### src/rtl/ctrl_pkg.sv
// ctrl_pkg: shared opcode/funct codes, ALU op codes, PC select codes and FSM state encodings
// for the multi-cycle MIPS-subset controller.
package ctrl_pkg;
    typedef enum logic [2:0] {
        S_IF   = 3'b000,
        S_ID   = 3'b001,
        S_EXE  = 3'b010,
        S_MEM  = 3'b011,
        S_WB   = 3'b100,
        S_HALT = 3'b101
    } state_e;

    localparam logic [5:0] OP_R    = 6'b000000;
    localparam logic [5:0] OP_J    = 6'b000010;
    localparam logic [5:0] OP_BEQ  = 6'b000100;
    localparam logic [5:0] OP_ADDI = 6'b001000;
    localparam logic [5:0] OP_ORI  = 6'b001101;
    localparam logic [5:0] OP_LW   = 6'b100011;
    localparam logic [5:0] OP_SW   = 6'b101011;
    localparam logic [5:0] OP_HALT = 6'b111111;

    localparam logic [5:0] FN_ADD = 6'b100000;
    localparam logic [5:0] FN_SUB = 6'b100010;
    localparam logic [5:0] FN_AND = 6'b100100;
    localparam logic [5:0] FN_OR  = 6'b100101;
    localparam logic [5:0] FN_SLT = 6'b101010;
    localparam logic [5:0] FN_SLL = 6'b000000;

    localparam logic [2:0] ALU_ADD = 3'b000;
    localparam logic [2:0] ALU_SUB = 3'b001;
    localparam logic [2:0] ALU_AND = 3'b010;
    localparam logic [2:0] ALU_OR  = 3'b011;
    localparam logic [2:0] ALU_SLT = 3'b100;
    localparam logic [2:0] ALU_SLL = 3'b101;

    localparam logic [1:0] PC_SEQ = 2'b00;
    localparam logic [1:0] PC_BR  = 2'b01;
    localparam logic [1:0] PC_JMP = 2'b10;
endpackage

### src/rtl/alu_op_decode.sv
// alu_op_decode: combinational Opcode/Funct -> ALU operation, shamt select and legality.
// j and the halt opcode are reported illegal here; the controller handles them itself.
module alu_op_decode
    import ctrl_pkg::*;
(
    input  logic [5:0] opcode,
    input  logic [5:0] funct,
    output logic [2:0] alu_op,
    output logic       alu_src_a,
    output logic       legal
);
    always_comb begin
        alu_op    = ALU_ADD;
        alu_src_a = 1'b0;
        legal     = 1'b1;
        case (opcode)
            OP_R: begin
                case (funct)
                    FN_ADD: alu_op = ALU_ADD;
                    FN_SUB: alu_op = ALU_SUB;
                    FN_AND: alu_op = ALU_AND;
                    FN_OR:  alu_op = ALU_OR;
                    FN_SLT: alu_op = ALU_SLT;
                    FN_SLL: begin
                        alu_op    = ALU_SLL;
                        alu_src_a = 1'b1;
                    end
                    default: legal = 1'b0;
                endcase
            end
            OP_ADDI, OP_LW, OP_SW: alu_op = ALU_ADD;
            OP_ORI:  alu_op = ALU_OR;
            OP_BEQ:  alu_op = ALU_SUB;
            default: legal = 1'b0;
        endcase
    end
endmodule

### src/rtl/multicycle_ctrl.sv
// multicycle_ctrl: IF->ID->EXE->MEM->WB sequencer driving all datapath enables and selects.
// Define CTRL_HALT_EN to make opcode 111111 park the FSM in sHALT until reset.
module multicycle_ctrl
    import ctrl_pkg::*;
#(
    parameter int STATE_W = 3
) (
    input  logic               CLK,
    input  logic               RST,
    input  logic [5:0]         Opcode,
    input  logic [5:0]         Funct,
    input  logic               Zero,
    output logic [STATE_W-1:0] State,
    output logic               PCWre,
    output logic [1:0]         PCSrc,
    output logic               IRWre,
    output logic               ExtSel,
    output logic               ALUSrcA,
    output logic               ALUSrcB,
    output logic [2:0]         ALUOp,
    output logic               RegDst,
    output logic               RegWre,
    output logic               MemWre,
    output logic               DBDataSrc
);
`ifdef CTRL_HALT_EN
    localparam logic HALT_EN = 1'b1;
`else
    localparam logic HALT_EN = 1'b0;
`endif

    state_e     state_q, state_d;
    logic [2:0] alu_op;
    logic       alu_src_a, legal;

    alu_op_decode u_dec (
        .opcode   (Opcode),
        .funct    (Funct),
        .alu_op   (alu_op),
        .alu_src_a(alu_src_a),
        .legal    (legal)
    );

    wire is_r    = Opcode == OP_R;
    wire is_j    = Opcode == OP_J;
    wire is_beq  = Opcode == OP_BEQ;
    wire is_addi = Opcode == OP_ADDI;
    wire is_ori  = Opcode == OP_ORI;
    wire is_lw   = Opcode == OP_LW;
    wire is_sw   = Opcode == OP_SW;
    wire is_halt = HALT_EN && Opcode == OP_HALT;

    always_comb begin
        state_d = S_IF;
        case (state_q)
            S_IF:    state_d = S_ID;
            S_ID:    state_d = is_halt ? S_HALT : (legal ? S_EXE : S_IF);
            S_EXE:   state_d = is_beq ? S_IF : ((is_lw || is_sw) ? S_MEM : S_WB);
            S_MEM:   state_d = is_sw ? S_IF : S_WB;
            S_HALT:  state_d = HALT_EN ? S_HALT : S_IF;
            default: state_d = S_IF;
        endcase
    end

    always_ff @(posedge CLK or negedge RST) begin
        if (!RST) state_q <= S_IF;
        else      state_q <= state_d;
    end

    // Every output is gated by RST so nothing reaches the datapath while reset is held.
    wire run = RST;
    assign State     = run ? STATE_W'(state_q) : '0;
    assign IRWre     = run && state_q == S_IF;
    assign PCWre     = run && (state_q == S_IF || (state_q == S_ID && is_j) ||
                               (state_q == S_EXE && is_beq && Zero));
    assign PCSrc     = !run ? PC_SEQ :
                       (state_q == S_ID && is_j) ? PC_JMP :
                       (state_q == S_EXE && is_beq) ? PC_BR : PC_SEQ;
    assign MemWre    = run && state_q == S_MEM && is_sw;
    assign RegWre    = run && state_q == S_WB;
    assign ExtSel    = run && (is_addi || is_lw || is_sw || is_beq);
    assign ALUSrcA   = run && alu_src_a;
    assign ALUSrcB   = run && (is_addi || is_ori || is_lw || is_sw);
    assign ALUOp     = run ? alu_op : ALU_ADD;
    assign RegDst    = run && is_r && legal;
    assign DBDataSrc = run && is_lw;
endmodule

### config.mk
export PLATFORM = sky130hd
export DESIGN_NAME = multicycle_ctrl
export DESIGN_NICKNAME = d
export VERILOG_FILES = /design/src/rtl/ctrl_pkg.sv /design/src/rtl/alu_op_decode.sv /design/src/rtl/multicycle_ctrl.sv
export SDC_FILE = /design/constraint.sdc
export NUM_CORES = 1
export LEC_CHECK = 0
export BUFFER_PORTS_ARGS = -buffer_cell sky130_fd_sc_hd__buf_4
export CAP_MARGIN = 20
export CORE_AREA = 2 2 45 51
export CTS_BUF_LIST = sky130_fd_sc_hd__clkbuf_16
export CTS_CLUSTER_SIZE = 30
export DETAILED_ROUTE_END_ITERATION = 8
export DIE_AREA = 0 0 47 53
export SLEW_MARGIN = 20
export SYNTH_ARGS = -nofsm -noshare
export SYNTH_HDL_FRONTEND = slang
export SYNTH_SLANG_ARGS = --single-unit
### constraint.sdc
create_clock -name CLK -period 3.2 [get_ports CLK]
set_input_delay 0.64 -clock CLK [delete_from_list [all_inputs] [get_ports CLK]]
set_output_delay 0.64 -clock CLK [all_outputs]
set_load 0.03 [all_outputs]
==> impl_metrics.toml <==
[run_status]
status = "finished clean"

[setup_path]
cp.arrival_ps = 2060
worst_setup_path_end_kind = "output pin"
crit_type = "primary input to output pin"
critPathRequiredTime_ps = 2560
cp-start-kind = "primary input"
path_max_fanout = 8

[flow_run]
drv_cap = 0

[floorplan]
ios = 32
chipHeight_um = 53
die_w_um = 47
rows = 17
core_area_um2 = 1960
die_area_um2 = 2490
start_util = 0.293

[yosys]
async_flop_share = 1.00
avgSynthCellArea_um2 = 7.36
syn_inst = 78
synth_edf_count = 0
synth_top_area_share = 0.131
yosysTopAreaCell = "dfrtp_1"
yosysSeqAreaShare = 0.131
synth_warnings = 0
ys_types = 43
ys_ff_latch = 3
synth_nets = 93
synthFlopType = "dfrtp_1"
synthTopCellsByArea = "dfrtp_1 13%, nor2_1 4.6%, a21oi_1 4.4%"
syn-cell-area_um2 = 574

[layout]
largestRegisters = "state_q (3)"
finalNonFillerCells = 137
largest_register = "state_q"
area_growth_syn_to_layout_pct = 55.8
nFillCells = 206
drive_gt1_frac = 0.394
fin_nets = 125
largest_register_ffs = 3
final_common_cell = "buf_4"
antennaDiodeCount = 0
final_cell_mix = "31 x buf_4, 7 x nor2_1, 5 x nor3_1, 5 x a21oi_1"
final_util = 0.457

[global_routing]
antenna_found_initial = 0
first_global_vias = 604
grt_first_pass_wirelength_um = 2540
grt_overflow = 0
grtUsageTotal = 0.133
grt_max_degree = 15

[place]
dp_slack_ps = 496
port_buffers = 31
dp_hpwl_um = 1240
gp_congestion = 0.685
dp.cells = 133

[power]
p_leak_uw = 0.000399
total_power_uw = 388
irDropWorstVdd_uv = 301
pwr_density_cell_nw_per_um2 = 434

[timing]
max_slew.worst_pin.slew_ps = 459
finalCritPeriodShare = 0.842
finalSetupViolCount = 0
fin_ws_ps = 505
min_period_ps = 2700
tns_ps = 0
drv_slew = 0
rsz0062_at_grt = "no"
hold_viol = 0
relSlewSlack = 0.691
fmax_mhz = 371
fin_skew_ps = 0.0418

[drt]
drc_errors = 0
routed_wl_um = 1570
viasPerCell = 5.02
via_count = 688
wl_per_cell_um = 11.5
ant_nets = 0
drtIter0Drc = 9
first_pass_iters = 3

[clocking]
cts_root_buffer = "clkbuf_16"
clkSinkCount = 3
clkLatencyLatePin_ps = 220
clk_pin_slew_worst_paths_ps = 30
ctsResizeCount = 0
cts_buffer_depth = 2
holdBufCountCts = 0
cts_buffers = 3
cts_setup_buffers = 0
h-tree-depth = 1
cts_tree = "built"

[worst_hold_path]
hp-class = "primary input to async pin"
==> logic make-up (layout without fill, tap and decap cells) <==
| group | after synthesis | count (layout) | share of synthesized area |
|---|---|---|---|
| flops | 3 | 3 | 0.131 |
| xor+xnor | 2 | 2 | 0.0305 |
| simple gates | 49 | 49 | 0.553 |
| compound gates | 18 | 18 | 0.224 |
| buf+inv | 6 | 37 | 0.0610 |
==> layer usage <==
metal / vias up / share of wire / track usage
met5: - / 0 / 0
li1: 358 / - / -
met3: 0 / 0.052 / 0.0205
met4: 0 / 0 / 0.0139
met1: 312 / 0.43 / 0.172
met2: 18 / 0.52 / 0.233
==> power breakdown <==
group | total [uW] | leakage (uW) | internal (uW) | switching (uW)
logic | 136 | 0.000317 | 57.0 | 79.4
registers | 59.0 | 0.0000395 | 46.2 | 12.8
clock network | 193 | 0.0000423 | 161 | 31.9
total | 388 | 0.000399 | 264 | 124
==> final cells by class <==
type | instances | area, um2 | area share
Clock inverter | 1 | 3.75 | 0.00420
Inverter | 2 | 7.51 | 0.00839
Timing Repair Buffer | 31 | 233 | 0.260
Tap cell | 28 | 35.0 | 0.0392
Clock buffer | 3 | 75.1 | 0.0839
Multi-Input combinational cell | 69 | 465 | 0.520
Sequential cell | 3 | 75.1 | 0.0839
==> cell usage after synthesis (2+ instances only) <==
| cell | n |
|---|---|
| nand3_1 | 4 |
| nand3b_1 | 2 |
| nand2b_1 | 3 |
| nor2_1 | 7 |
| and3_1 | 2 |
| o21a_1 | 2 |
| nand2_1 | 4 |
| a21oi_1 | 5 |
| a211oi_1 | 2 |
| nor3_1 | 5 |
| nor2b_1 | 3 |
| inv_1 | 2 |
| nand4_1 | 2 |
| dfrtp_1 | 3 |
| and2_1 | 4 |
==> worst max-delay path, cell delays in order <==
cell and delay, ps:
buf_4 140, nor4_4 350, nand3_2 140, or3_4 370, nor4_2 210, buf_4 200
==> path summary, 6_finish.rpt <==
| check | start | end | slack [ps] | cells past startpoint |
|---|---|---|---|---|
| max reg2reg | state_q[1] | state_q[1] | 2110 | 4 |
| max in group asynchronous | RST | state_q[1] | 2810 | 1 |
| min in group CLK | state_q[0] | state_q[0] | 540 | 1 |
| max | Opcode[0] | ALUSrcA | 500 | 6 |
| min reg2reg | state_q[0] | state_q[0] | 540 | 1 |
| min | RST | state_q[0] | 240 | 1 |
==> through the flow <==
step / cell area (um2) / hold WS [ps]
2_1_floorplan: 576 / 344
3_3_place_gp: 816 / 478
3_5_place_dp: 816 / 475
4_1_cts: 895 / 245
5_1_grt: 895 / 250
6_report: 895 / 245
Power figures use the tool's default switching activity.
